**config.mk**
```make
export PLATFORM = sky130hd
export DESIGN_NAME = ir_tx_scheduler
export DESIGN_NICKNAME = d
export VERILOG_FILES = /design/src/rtl/ir_pkg.sv /design/src/rtl/ir_rr_arbiter.sv /design/src/rtl/ir_tx_scheduler.sv
export SDC_FILE = /design/constraint.sdc
export NUM_CORES = 1
export LEC_CHECK = 0
export ABC_AREA = 1
export CAP_MARGIN = 10
export CORE_MARGIN = 2
export CORE_UTILIZATION = 41
export DETAILED_ROUTE_END_ITERATION = 8
export PLACE_DENSITY_LB_ADDON = 0.05
export SLEW_MARGIN = 20
export SYNTH_ARGS = -nofsm -noshare
export SYNTH_HDL_FRONTEND = slang
export SYNTH_SLANG_ARGS = --single-unit
export TNS_END_PERCENT = 20
```
**constraint.sdc**
```tcl
create_clock -name clk -period 2.74 [get_ports clk]
set_input_delay 0.274 -clock clk [delete_from_list [all_inputs] [get_ports clk]]
set_output_delay 0.274 -clock clk [all_outputs]
set_load 0.02 [all_outputs]
```
**src/rtl/ir_pkg.sv**
```systemverilog
// Shared types and Samsung IR timing constants for the IR transmit path.
// Worst-case frame length is derived from the all-ones command.
package ir_pkg;

   typedef enum logic [1:0] {
      StIdle,
      StFrame,
      StGap
   } ir_sched_state_t;

   localparam int unsigned LEADUP   = 225000;
   localparam int unsigned LEADDOWN = 225000;
   localparam int unsigned DATAUP   = 28000;
   localparam int unsigned DATA0    = 28000;
   localparam int unsigned DATA1    = 84500;
   localparam int unsigned STOP     = 28000;

   function automatic int unsigned ir_bit_cycles(input logic b);
      return DATAUP + (b ? DATA1 : DATA0);
   endfunction

   // Lower bound for the scheduler's FRAME_CYCLES in a real build.
   localparam int unsigned IR_FRAME_MAX_CYCLES =
      LEADUP + LEADDOWN + 32 * ir_bit_cycles(1'b1) + STOP;

endpackage

```
**src/rtl/ir_rr_arbiter.sv**
```systemverilog
// Combinational round-robin pick: the search starts just after the last granted index.
module ir_rr_arbiter
   import ir_pkg::*;
#(
   parameter int unsigned NUM_REQ = 4,
   localparam int unsigned IDX_W = $clog2(NUM_REQ)
) (
   input  logic [NUM_REQ-1:0] req,
   input  logic [IDX_W-1:0]   last,
   output logic [NUM_REQ-1:0] winner,
   output logic [IDX_W-1:0]   winner_idx
);

   always_comb begin
      logic               found;
      int unsigned        idx;
      logic [NUM_REQ-1:0] sel;
      winner     = '0;
      winner_idx = '0;
      found      = 1'b0;
      idx        = 0;
      sel        = '0;
      for (int unsigned k = 1; k <= NUM_REQ; k++) begin
         idx = (32'(last) + k) % NUM_REQ;
         sel = NUM_REQ'(1) << idx;
         if (!found && ((req & sel) != '0)) begin
            found      = 1'b1;
            winner     = sel;
            winner_idx = IDX_W'(idx);
         end
      end
   end

endmodule

```
**src/rtl/ir_tx_scheduler.sv**
```systemverilog
// Round-robin scheduler feeding one Samsung IR transmitter; holds the link for frame + gap.
// Define IR_SCHED_STATS_EN to add saturating frames_sent / frames_dropped counters.
module ir_tx_scheduler
   import ir_pkg::*;
#(
   parameter int unsigned NUM_REQ      = 4,
   // Must be >= IR_FRAME_MAX_CYCLES on hardware; short values only shrink simulations.
   parameter int unsigned FRAME_CYCLES = 4_200_000,
   parameter int unsigned GAP_CYCLES   = 2_000_000
) (
   input  logic                  clk,
   input  logic                  reset,
   input  logic [NUM_REQ-1:0]    req,
   input  logic [NUM_REQ*32-1:0] req_cmd,
   output logic [NUM_REQ-1:0]    gnt,
   output logic [31:0]           cmd_out,
   output logic                  busy,
   output logic                  drop
`ifdef IR_SCHED_STATS_EN
   ,
   output logic [15:0]           frames_sent,
   output logic [15:0]           frames_dropped
`endif
);

   localparam int unsigned IDX_W = $clog2(NUM_REQ);

   ir_sched_state_t    state_q;
   logic [31:0]        counter_q;
   logic [IDX_W-1:0]   last_q;
   logic [NUM_REQ-1:0] winner;
   logic [IDX_W-1:0]   winner_idx;
   logic [31:0]        win_cmd;
   logic               arb_valid;
   logic               launch;
   logic               discard;

   ir_rr_arbiter #(
      .NUM_REQ(NUM_REQ)
   ) u_arb (
      .req       (req),
      .last      (last_q),
      .winner    (winner),
      .winner_idx(winner_idx)
   );

   always_comb begin
      win_cmd = '0;
      for (int i = 0; i < NUM_REQ; i++) begin
         if (winner[i]) win_cmd = req_cmd[32*i +: 32];
      end
   end

   assign arb_valid = (state_q == StIdle) && (req != '0);
   assign launch    = arb_valid && (win_cmd != '0);
   assign discard   = arb_valid && (win_cmd == '0);

   always_ff @(posedge clk) begin
      if (reset) begin
         state_q   <= StIdle;
         counter_q <= '0;
         last_q    <= IDX_W'(NUM_REQ - 1);
         gnt       <= '0;
         cmd_out   <= '0;
         busy      <= 1'b0;
         drop      <= 1'b0;
      end else begin
         gnt     <= '0;
         cmd_out <= '0;
         drop    <= 1'b0;
         case (state_q)
            StIdle: begin
               if (arb_valid) begin
                  gnt    <= winner;
                  last_q <= winner_idx;
               end
               if (launch) begin
                  cmd_out   <= win_cmd;
                  counter_q <= 32'd1;
                  state_q   <= StFrame;
                  busy      <= 1'b1;
               end
               if (discard) drop <= 1'b1;
            end
            StFrame: begin
               if (counter_q >= FRAME_CYCLES) begin
                  counter_q <= 32'd1;
                  state_q   <= StGap;
               end else begin
                  counter_q <= counter_q + 32'd1;
               end
            end
            StGap: begin
               if (counter_q >= GAP_CYCLES) begin
                  counter_q <= '0;
                  state_q   <= StIdle;
                  busy      <= 1'b0;
               end else begin
                  counter_q <= counter_q + 32'd1;
               end
            end
            default: begin
               state_q <= StIdle;
               busy    <= 1'b0;
            end
         endcase
      end
   end

`ifdef IR_SCHED_STATS_EN
   always_ff @(posedge clk) begin
      if (reset) begin
         frames_sent    <= '0;
         frames_dropped <= '0;
      end else begin
         if (launch && frames_sent != 16'hFFFF) frames_sent <= frames_sent + 16'd1;
         if (discard && frames_dropped != 16'hFFFF) frames_dropped <= frames_dropped + 16'd1;
      end
   end
`endif

endmodule

```
==> results of run 1 <==
==> synth_stat cells (all sizes together) <==
library cell,n
nand2,236
nor2,199
dfxtp,74
inv,59
a21oi,41
nand3,35
a21boi,31
buf,26
nor3,13
o21ai,12
ha,11
clkbuf,8
nand4,6
nor4,6
o211ai,3
o22ai,3
nand3b,2
xor2,2
a2111oi,1
a211oi,1
a21o,1
a311oi,1
a41oi,1
mux2,1
nor3b,1
o211a,1
o311ai,1
o41ai,1
or4,1
==> worst max path at each step <==
stage                     slack, ns              startpoint  depth (start not counted)                          to
after floorplan               -0.03  last_q[0]$_SDFFE_PP1P_                         26   counter_q[5]$_SDFFE_PP0P_
after global placement        -0.76                  req[3]                         24  counter_q[16]$_SDFFE_PP0P_
after detailed placement      -0.82                  req[0]                         24   counter_q[2]$_SDFFE_PP0P_
after CTS                     -0.43  last_q[0]$_SDFFE_PP1P_                         24  counter_q[20]$_SDFFE_PP0P_
after global routing          -0.79  last_q[1]$_SDFFE_PP1P_                         26  counter_q[14]$_SDFFE_PP0P_
final                         -0.56  last_q[0]$_SDFFE_PP1P_                         24  counter_q[14]$_SDFFE_PP0P_
==> final cells by class <==
cell class | instances | area, sq um
Clock buffer | 10 | 229
Timing Repair Buffer | 255 | 2670
Fill cell | 919 | 3070
Sequential cell | 74 | 1490
Multi-Input combinational cell | 615 | 3500
Inverter | 59 | 236
Tap cell | 143 | 179
Clock inverter | 6 | 43.8
==> metrics by stage <==
| step | utilization | cell area [sq um] | setup slack, ns |
|---|---|---|---|
| finish | 0.731 | 8350 | -0.558 |
| detailed placement | 0.609 | 6960 | -0.817 |
| CTS | 0.697 | 7960 | -0.435 |
| floorplan | - | 4920 | -0.0332 |
| global route | 0.731 | 8350 | -0.790 |
| global placement | 0.609 | 6960 | -0.765 |
==> power by group <==
part	leakage [uW]	total [uW]	internal, uW	switching, uW
registers	0.000606	1640	1390	254
logic	0.00289	10300	4780	5530
clock network	0.000121	1090	613	472
==> kinds of logic after synthesis <==
logic type | Yosys count | share of synthesized area
and+or+nand+nor | 499 | 0.434
xor gates and xnor gates | 2 | 0.00366
AOI/OAI and AO/OA | 98 | 0.130
buffers and inverters | 93 | 0.0916
muxes | 1 | 0.00235
DFF | 74 | 0.310
adders and majority gates | 11 | 0.0288
==> sequential cells by signal (all words and copies together), names as in the netlist <==
name / flops
busy: 1
drop: 1
counter_q: 32
gnt: 4
state_q: 2
last_q: 2
cmd_out: 32
==> worst reg2reg max path, stage by stage, from the launching register on <==
cell      delay, ns
dfxtp_4        0.41
inv_6          0.06
ha_4           0.17
nand2_1        0.10
nand2_2        0.09
inv_1          0.08
nand2_2        0.09
nand2_2        0.08
o22ai_1        0.06
nand3b_1       0.28
buf_6          0.21
buf_16         0.16
nand2_1        0.07
a21boi_2       0.19
nand2_2        0.08
nor2_2         0.14
nand2_1        0.10
nor2_1         0.13
nand2_2        0.09
nand2_4        0.11
nand2_8        0.11
buf_6          0.17
nand3_2        0.06
nand2_2        0.07
nor2_2         0.13
==> timing repair <==
action / in CTS / in global routing
endpoints found under the setup margin: 68 / 68
pin swaps: 38 / 60
setup buffers: 20 / 13
resized for setup: 87 / 74
gates cloned: 9 / 2
hold buffers: 0 / 0
==> layout by cell type (no fill, tap or decap), drive strengths merged, types with 13 or more instances in the layout <==
cell           count
a21oi             41
a21boi            31
nor2             202
clkdlybuf4s50    171
inv               59
dfxtp             74
nand3             35
nor3              13
nand2            237
buf               84
==> per-layer routing <==
layer  up-vias  part of all wire  wire length [um]
li1       2932                 -                 -
met1      2868              0.39              7620
met2       248              0.52             10300
met3        53             0.064              1260
met4         0             0.028               552
met5         -                 0                 0
==> out/qor.csv, run 1 <==
stage,metric,value,unit
outcome,outcome,"finished, violations left",
outcome,failing checks,setup timing,
placement,Port Buf Inserts,171,
die,Die Outline Area,12500,sq um
critical_path,most frequent CP cell,nand2_2,
logic_synthesis,"Seq/Total Area, Yosys",0.310,
routing,WL/cell,17.0,um
sta,TNS Setup,-31.50,ns
logic_synthesis,top cell type's share of synthesized area,0.310,
critical_path,Critical path buffers and inverters,5,
critical_path,family with the most delay on the worst path,simple AND/OR/NAND/NOR gates,
global_route,met1 Use GR,0.344,
sta,Clock Skew,0.00951,ns
sta,RSZ-0062 raised after global routing,yes,
cells_and_area,share of layout cells above drive strength 1,0.244,
critical_path,"Cell Chain, Critical Path",inv_6 > ha_4 > nand2_1 > nand2_2 > inv_1 > nand2_2 > nand2_2 > o22ai_1 > nand3b_1 > buf_6 > buf_16 > nand2_1 > a21boi_2 > nand2_2 > nor2_2 > nand2_1 > nor2_1 > nand2_2 > nand2_4 > nand2_8 > buf_6 > nand3_2 > nand2_2 > nor2_2,
die,core area,11400,sq um
pwr,pwr/cell area,1560,nW/um^2
logic_synthesis,YS warnings,0,
cts,Root Buffer,clkbuf_16,
cells_and_area,synth-to-layout area growth,74.5,%
routing,DR vias,6101,
global_route,met3 usage,0.0577,
pwr,leakage,0.00362,uW
die,row cnt,39,
global_route,GRT Total Usage,0.298,
global_route,met2 Usage GRT,0.552,
sta,normalized max-slew margin,0.472,
job,max cap viols,0,
sta,Fmax,303,MHz
placement,Final HPWL DP,12600,um
sta,fin. max-slew vios,0,
critical_path,R2R Setup Slk,-0.56,ns
logic_synthesis,synth unique cells,43,
logic_synthesis,"area leader, netlist",dfxtp_1,
global_route,GRT overflow,0,
die,Die Ht,112,um
sta,Fin. Hold Viols,0,
global_route,number of global-route vias before repair,5972,
logic_synthesis,"top cells by area, synth","dfxtp_1, nand2_1, nor2_1, a21boi_1, inv_1",
cts,CTS Buf Count,9,
routing,Routed WL,19700,um
cts,clock network latency to the later pin of the worst-skew pair,0.34,ns
cells_and_area,nets,1159,
critical_path,Worst Setup End Kind,register,
global_route,Most Crowded Layer GR,met2,
routing,drt first-iter violations,438,
critical_path,critical path's slowest cell,dfxtp_4,
cts,H-Tree Depth,3,
critical_path,Critical Path Source Type,register,
die,width of the die,112,um
sta,Worst-Margin Slew,0.791,ns
pwr,Peak VDD IR,982,uV
min_path,worst hold stages,2,
cts,CTS tree,done,
die,# IOs,172,
placement,routability cong.,0.937,
sta,period utilization,1.20,
cts,"CTS clk-pin slew, worst paths",0.06,ns
global_route,largest net degree at the start of global routing,29,
routing,DR pass1 iterations,4,
placement,placed insts,1103,
routing,DRC,0,
global_route,first-pass GRT wire length,30100,um
sta,Final min period,3.30,ns
global_route,initial antenna violation count,0,
min_path,Hold Path End,counter_q[24]$_SDFFE_PP0P_,
sta,setup ws final,-0.558,ns
logic_synthesis,syn nets,923,
cts,clock sinks,74,
logic_synthesis,synthesized area,4780,sq um
sta,final setup violation count,68,
logic_synthesis,syn avg cell area,6.15,sq um
critical_path,crit path max fanout,16,
min_path,worst min-delay path class,register to register,
critical_path,critical path class,register to register,
min_path,critical hold path startpoint,counter_q[24]$_SDFFE_PP0P_,
critical_path,FF-to-FF path depth,24,
cells_and_area,Non-Filler Instances,1162,
die,Starting Density,0.419,
critical_path,worst r2r src,last_q[0]$_SDFFE_PP1P_,
routing,Final ANT Viol Nets,0,
sta,Hold Worst Slack,0.447,ns
cells_and_area,n_diodes,0,
cts,maximum clock path buffer count,2,
critical_path,Worst EP arrival,3.56,ns
critical_path,Slowest Stage Delay on Critical Path,0.41,ns
critical_path,required time of the critical path,3.01,ns
routing,Vias/cell,5.25,
critical_path,reg-to-reg endpoint,counter_q[14]$_SDFFE_PP0P_,
logic_synthesis,post-synthesis instance total,778,
logic_synthesis,#FFs+latches synth,74,
pwr,"Power, Total",13000,uW
Power figures use the tool's default switching activity.
==> run 2, diff against run 1 <==
--- a/config.mk
+++ b/config.mk
@@ -10,9 +10,9 @@
 export CORE_MARGIN = 2
 export CORE_UTILIZATION = 41
 export DETAILED_ROUTE_END_ITERATION = 8
+export GPL_ROUTABILITY_DRIVEN = 0
 export PLACE_DENSITY_LB_ADDON = 0.05
 export SLEW_MARGIN = 20
 export SYNTH_ARGS = -nofsm -noshare
 export SYNTH_HDL_FRONTEND = slang
 export SYNTH_SLANG_ARGS = --single-unit
-export TNS_END_PERCENT = 20
==> run 2 against run 1 <==
  * The flow still finishes with violations (setup timing)
  * Sequential power about the same
  * Setup slack worse by 0.11 ns
  * First-iteration DRC count up 22%
  * Cell count is 1.7% higher
  * Global-route usage down 1.2 points
  * Combinational power about the same
  * Flip-flop and latch count unchanged
  * Total power about the same
  * Register-to-register slack worse by 0.11 ns
  * Critical path type unchanged
  * Critical endpoint is now state_q[1]$_SDFFE_PP0P_
  * Largest cell class unchanged
  * Highest routed layer unchanged
==> out/qor.csv, run 2 (synthesized netlist as in run 1, its figures left out) <==
stage,metric,value,unit,change
routing,WL/cell,16.9,um,-0.22%
routing,Final ANT Viol Nets,0,,unchanged
die,Die Outline Area,12500,sq um,unchanged
sta,Clock Skew,0.0104,ns,+0.000902 ns
sta,period utilization,1.25,,+0.0413
critical_path,Critical Path Source Type,register,,
cts,maximum clock path buffer count,2,,unchanged
cts,Post-CTS Hold Fix Bufs,0,,unchanged
die,Starting Density,0.419,,unchanged
cells_and_area,cell area after layout,8340,sq um,about the same
cells_and_area,synth-to-layout area growth,74.4,%,about the same
global_route,GRT overflow,0,,unchanged
critical_path,Worst EP arrival,3.66,ns,+0.10 ns
pwr,Pint,6890,uW,+1.6%
cells_and_area,Regs by FF count,"cmd_out: 32 flops, counter_q: 32 flops, gnt: 4 flops",,
placement,placed insts,1110,,+0.63%
pwr,Combinational Power Share,0.790,,about the same
global_route,largest net degree at the start of global routing,33,,+14%
die,row cnt,39,,unchanged
pwr,pwr/cell area,1560,nW/um^2,about the same
die,width of the die,112,um,unchanged
sta,Fmax,293,MHz,-3.3%
outcome,outcome,"finished, violations left",,
sta,normalized max-slew margin,0.427,,-0.0456
die,core area,11400,sq um,unchanged
cts,clock network latency to the later pin of the worst-skew pair,0.34,ns,about the same
min_path,worst min-delay path class,register to register,,
routing,DR pass1 iterations,7,,+3
cts,CTS tree,done,,
pwr,Peak VDD IR,1120,uV,+14%
critical_path,critical path class,register to register,,
sta,TNS Setup,-38.09,ns,-6.60 ns
cells_and_area,most frequent cells in the layout,"nand2_1, nor2_1, clkdlybuf4s50_1",,
critical_path,crit path max fanout,8,,-8
placement,Final HPWL DP,12500,um,-1.1%
sta,final setup violation count,68,,unchanged
pwr,sw frac,0.472,,-0.00816
outcome,failing checks,setup timing,,
cells_and_area,FF/Latch Area,1490,sq um,unchanged
cells_and_area,"commonest non-fill, non-tap cell in the layout",nand2_1,,
cts,Root Buffer,clkbuf_16,,
pwr,sequential power share,0.126,,about the same
cells_and_area,utilization after layout,0.730,,about the same
cells_and_area,final-layout fill cell count,851,,-7.4%
critical_path,Worst Setup End Kind,register,,
sta,Worst-Margin Slew,0.859,ns,+0.0683 ns
routing,Vias/cell,5.24,,-0.15%
global_route,number of global-route vias before repair,5716,,-4.3%
job,max cap viols,0,,unchanged
sta,fin. max-slew vios,0,,unchanged
cts,CTS Buf Count,9,,unchanged
die,# IOs,172,,unchanged
placement,Port Buf Inserts,171,,unchanged
routing,Routed WL,20000,um,+1.5%
placement,DP Area,7030,sq um,+1.1%
routing,DR vias,6197,,+1.6%
cells_and_area,Non-Filler Instances,1182,,+1.7%
cts,"CTS clk-pin slew, worst paths",0.06,ns,about the same
cells_and_area,nets,1178,,+1.6%
global_route,initial antenna violation count,1,,+1
global_route,GRT Total Usage,0.286,,-0.0118
pwr,Psw,6150,uW,-1.7%
cells_and_area,share of layout cells above drive strength 1,0.235,,-0.00929
sta,Fin. Hold Viols,0,,unchanged
pwr,clock share of power,0.084,,about the same
cts,clock sinks,74,,unchanged
cts,H-Tree Depth,3,,unchanged
routing,drt first-iter violations,535,,+22%
routing,DRC,0,,unchanged
critical_path,required time of the critical path,2.99,ns,-0.02 ns
die,Die Ht,112,um,unchanged
sta,Final min period,3.41,ns,+0.113 ns
sta,RSZ-0062 raised after global routing,yes,,
sta,setup ws final,-0.672,ns,-0.113 ns
pwr,leakage,0.00363,uW,+0.39%
global_route,first-pass GRT wire length,28800,um,-4.2%
cells_and_area,area of the multi-input gates,3370,sq um,-3.9%
run 2: through the flow:
stage / total power, uW / worst slack, ns / hold slack (ns)
floorplan: 6310 / -0.0332 / 0.416
global placement: 8510 / -0.695 / 0.426
detailed placement: 8630 / -0.737 / 0.434
CTS: 11400 / -0.428 / 0.445
global route: 13900 / -0.841 / 0.452
finish: 13000 / -0.672 / 0.439
run 2: critical path: stages, from the launching register on:
cell	delay, ns
dfxtp_4	0.40
inv_6	0.06
ha_4	0.18
nand2_2	0.08
nand2_4	0.07
nor2_8	0.16
buf_4	0.14
o22ai_1	0.06
nand3b_1	0.23
buf_12	0.18
buf_4	0.15
buf_16	0.13
nand2_1	0.04
a21boi_2	0.18
nand2_1	0.11
nor2_2	0.15
nand2_1	0.07
nor2_1	0.10
nand2_1	0.10
nand2_2	0.15
nand2_8	0.11
buf_6	0.16
nand2_1	0.06
nand2_1	0.08
a21oi_1	0.16
run 2: path summary, 6_finish.rpt:
path	from	endpoint	slack (ns)	cells past startpoint
worst max-delay path	last_q[1]$_SDFFE_PP1P_	state_q[1]$_SDFFE_PP0P_	-0.67	24
worst min-delay path	counter_q[24]$_SDFFE_PP0P_	counter_q[24]$_SDFFE_PP0P_	0.44	2
worst max register to register	last_q[1]$_SDFFE_PP1P_	state_q[1]$_SDFFE_PP0P_	-0.67	24
worst min register to register	counter_q[24]$_SDFFE_PP0P_	counter_q[24]$_SDFFE_PP0P_	0.44	2
run 2: cell type report:
cell class / count / area share
multi-input combinational: 613 / 0.404
timing repair buffer: 276 / 0.335
sequential: 74 / 0.179
inverter: 59 / 0.0284
clock buffer: 10 / 0.0275
tap: 143 / 0.0215
clock inverter: 6 / 0.00495
antenna: 1 / 0.000300
run 2: repair_timing:
| action | CTS | global route |
|---|---|---|
| gates cloned | 6 | 3 |
| pin swaps | 11 | 46 |
| setup endpoints to repair | 68 | 68 |
| resized for setup | 55 | 77 |
| buffers inserted | 31 | 16 |
run 2: routing by layer:
| layer | vias to the layer above | track usage | routed length (um) |
|---|---|---|---|
| met3 | 38 | 0.0544 | 1480 |
| met2 | 301 | 0.522 | 10200 |
| met5 | - | 0 | 0 |
| met4 | 0 | 0.0829 | 480 |
| met1 | 2871 | 0.341 | 7860 |
| li1 | 2987 | - | - |
run 2: power groups by stage:
stage          Sequential (uW)  Combinational (uW)  Clock (uW)
2_1_floorplan             1720                4590           0
5_1_grt                   1680               11100        1150
3_5_place_dp              1640                6990           0
6_report                  1640               10300        1090
4_1_cts                   1630                8690        1100
3_3_place_gp              1630                6880           0
==> run 3, diff against run 2 <==
--- a/config.mk
+++ b/config.mk
@@ -11,7 +11,7 @@
 export CORE_UTILIZATION = 41
 export DETAILED_ROUTE_END_ITERATION = 8
 export GPL_ROUTABILITY_DRIVEN = 0
-export PLACE_DENSITY_LB_ADDON = 0.05
+export PLACE_DENSITY = 0.83
 export SLEW_MARGIN = 20
 export SYNTH_ARGS = -nofsm -noshare
 export SYNTH_HDL_FRONTEND = slang
==> run 3 against run 2 <==
  * The flow still finishes with violations (setup timing)
  * Clock power is 35% higher
  * Fmax is 4.1% lower
  * Clock skew is 0.0010 ns lower
  * Non-clock buffer count is 16 lower
  * Combinational power is 4% higher
  * Setup slack worse by 0.15 ns
  * Flip-flop and latch count stayed put
  * Sequential share of layout area is 0.56 points lower
  * Critical path type unchanged
  * Largest power group unchanged
  * Highest routed layer unchanged
==> out/qor.csv, run 3 (synthesized netlist as in run 1, its figures left out) <==
stage,metric,value,unit,change
cells_and_area,utilization after layout,0.754,,+0.0238
sta,Hold Worst Slack,0.439,ns,-0.000916 ns
die,width of the die,112,um,unchanged
die,# IOs,172,,unchanged
critical_path,critical path class,register to register,,
cells_and_area,share of layout cells above drive strength 1,0.256,,+0.0205
sta,final setup violation count,68,,unchanged
global_route,initial antenna violation count,3,,+2
routing,DRC,0,,unchanged
cts,clock sinks,74,,unchanged
routing,Final ANT Viol Nets,0,,unchanged
cells_and_area,Non-Filler Instances,1171,,-0.93%
sta,Fmax,281,MHz,-4.1%
cells_and_area,"commonest non-fill, non-tap cell in the layout",nand2_1,,
pwr,leakage,0.00371,uW,+2.3%
cts,CTS tree,done,,
cts,CTS Buf Count,9,,unchanged
cts,Post-CTS Hold Fix Bufs,0,,unchanged
placement,DP Area,6960,sq um,-1.0%
min_path,worst min-delay path class,register to register,,
cells_and_area,synth-to-layout area growth,80.1,%,
sta,Final min period,3.56,ns,+0.147 ns
outcome,failing checks,setup timing,,
cts,maximum clock path buffer count,2,,unchanged
pwr,sw frac,0.480,,+0.00884
die,core area,11400,sq um,unchanged
pwr,Psw,6650,uW,+8.2%
routing,Routed WL,22000,um,+9.7%
sta,normalized max-slew margin,0.342,,-0.0845
global_route,number of global-route vias before repair,5980,,+4.6%
cells_and_area,most frequent cells in the layout,"nand2_1, clkdlybuf4s50_1, nor2_1",,
sta,fin. max-slew vios,0,,unchanged
critical_path,Worst Setup End Kind,register,,
global_route,GRT overflow,0,,unchanged
cts,Root Buffer,clkbuf_16,,
routing,Vias/cell,5.49,,+4.8%
pwr,sequential power share,0.120,,-0.006
cells_and_area,Regs by FF count,"cmd_out: 32 flops, counter_q: 32 flops, gnt: 4 flops",,
min_path,critical hold path startpoint,counter_q[30]$_SDFFE_PP0P_,,
placement,Final HPWL DP,11600,um,-7.0%
routing,DR vias,6434,,+3.8%
sta,period utilization,1.30,,+0.0535
critical_path,critical path's slowest cell,dfxtp_4,,
critical_path,Worst EP arrival,3.79,ns,+0.13 ns
placement,Port Buf Inserts,171,,unchanged
critical_path,Slowest Stage Delay on Critical Path,0.38,ns,-0.02 ns
pwr,Pint,7190,uW,+4.5%
sta,RSZ-0062 raised after global routing,yes,,
cts,clock network latency to the later pin of the worst-skew pair,0.35,ns,about the same
sta,setup ws final,-0.818,ns,-0.147 ns
cts,"CTS clk-pin slew, worst paths",0.06,ns,about the same
global_route,GRT Total Usage,0.298,,+0.0123
die,row cnt,39,,unchanged
critical_path,Critical Path Source Type,register,,
placement,placed insts,1104,,-0.54%
die,Starting Density,0.419,,unchanged
min_path,worst hold stages,2,,unchanged
outcome,outcome,"finished, violations left",,
cells_and_area,nets,1165,,-1.1%
cts,H-Tree Depth,3,,unchanged
pwr,Combinational Power Share,0.774,,-0.016
critical_path,crit path max fanout,7,,-1
critical_path,most frequent CP cell,nand2_1,,
sta,Fin. Hold Viols,0,,unchanged
global_route,first-pass GRT wire length,29600,um,+2.7%
placement,pre-CTS WS,-0.819,ns,-0.0823 ns
critical_path,FF-to-FF path depth,27,,+13%
critical_path,required time of the critical path,2.97,ns,-0.02 ns
job,max cap viols,0,,unchanged
routing,DR pass1 iterations,5,,-2
routing,WL/cell,18.8,um,+11%
routing,drt first-iter violations,519,,-3.0%
critical_path,critical path launch point,last_q[1]$_SDFFE_PP1P_,,
critical_path,worst r2r src,last_q[1]$_SDFFE_PP1P_,,
cells_and_area,cell area after layout,8610,sq um,+3.3%
die,Die Ht,112,um,unchanged
sta,Worst-Margin Slew,0.986,ns,+0.127 ns
die,Die Outline Area,12500,sq um,unchanged
pwr,pwr/cell area,1610,nW/um^2,+2.9%
sta,Clock Skew,0.00940,ns,-0.00102 ns
pwr,Peak VDD IR,1060,uV,-4.8%
global_route,largest net degree at the start of global routing,33,,unchanged
pwr,clock share of power,0.106,,+0.022
==> run 3: cell types whose count changed in the layout (fill, tap and decap cells not counted), moves of 6 or more <==
cell      change
nand2_1      -21
a21boi_2      -6
a21oi_1       +7
buf_4        -19
nor2_1       -18
nor2_4        +6
nor2_2       +13
nand2_2      +15
==> run 3: power groups by stage <==
stage	Clock [uW]	Combinational, uW	Sequential [uW]
after floorplan	0	4590	1720
after global placement	0	6720	1620
after detailed placement	0	6830	1630
after CTS	1480	8730	1630
after global routing	1530	11400	1690
final	1470	10700	1660
==> run 3: metrics by stage <==
| stage | total power (uW) | setup TNS, ns |
|---|---|---|
| 2_1_floorplan | 6310 | -0.0664 |
| 5_1_grt | 14600 | -59.38 |
| 3_5_place_dp | 8470 | -49.89 |
| 6_report | 13800 | -50.41 |
| 3_3_place_gp | 8340 | -48.71 |
| 4_1_cts | 11800 | -28.16 |
==> run 3: area by class of cell <==
cell class	instances	area [sq um]
multi-input cells	616	3530
clock inverters	5	108
repair buffers	260	2800
flip-flops and latches	74	1490
inverters	59	236
diodes	3	7.51
well taps	143	179
fillers	763	2810
clock buffers	11	264
==> run 3: worst paths after layout <==
check | end | slack (ns)
hold / removal | counter_q[30]$_SDFFE_PP0P_ | 0.44
hold reg to reg | counter_q[30]$_SDFFE_PP0P_ | 0.44
setup / recovery | counter_q[22]$_SDFFE_PP0P_ | -0.82
setup reg to reg | counter_q[22]$_SDFFE_PP0P_ | -0.82
==> run 3: worst max-delay path: cells and delay by family, from the launching register on <==
| kind | cells | cell delay, ns |
|---|---|---|
| buffers and inverters | 6 | 0.69 |
| AOI/OAI and AO/OA | 1 | 0.20 |
| adders and majority gates | 1 | 0.20 |
| and+or+nand+nor | 19 | 1.97 |
| DFF | 1 | 0.38 |
==> run 3: layer usage <==
| layer | track usage | share of wire | wire length [um] |
|---|---|---|---|
| met1 | 0.324 | 0.34 | 7530 |
| met5 | 0 | 0 | 0 |
| met2 | 0.528 | 0.50 | 11000 |
| met3 | 0.0768 | 0.094 | 2070 |
| met4 | 0.165 | 0.061 | 1350 |
==> run 3: timing repair <==
item,4_1_cts,5_1_grt
setup endpoints to repair,68,68
gates cloned,12,7
pin swaps,22,38
resized for setup,82,89
setup buffers,15,15
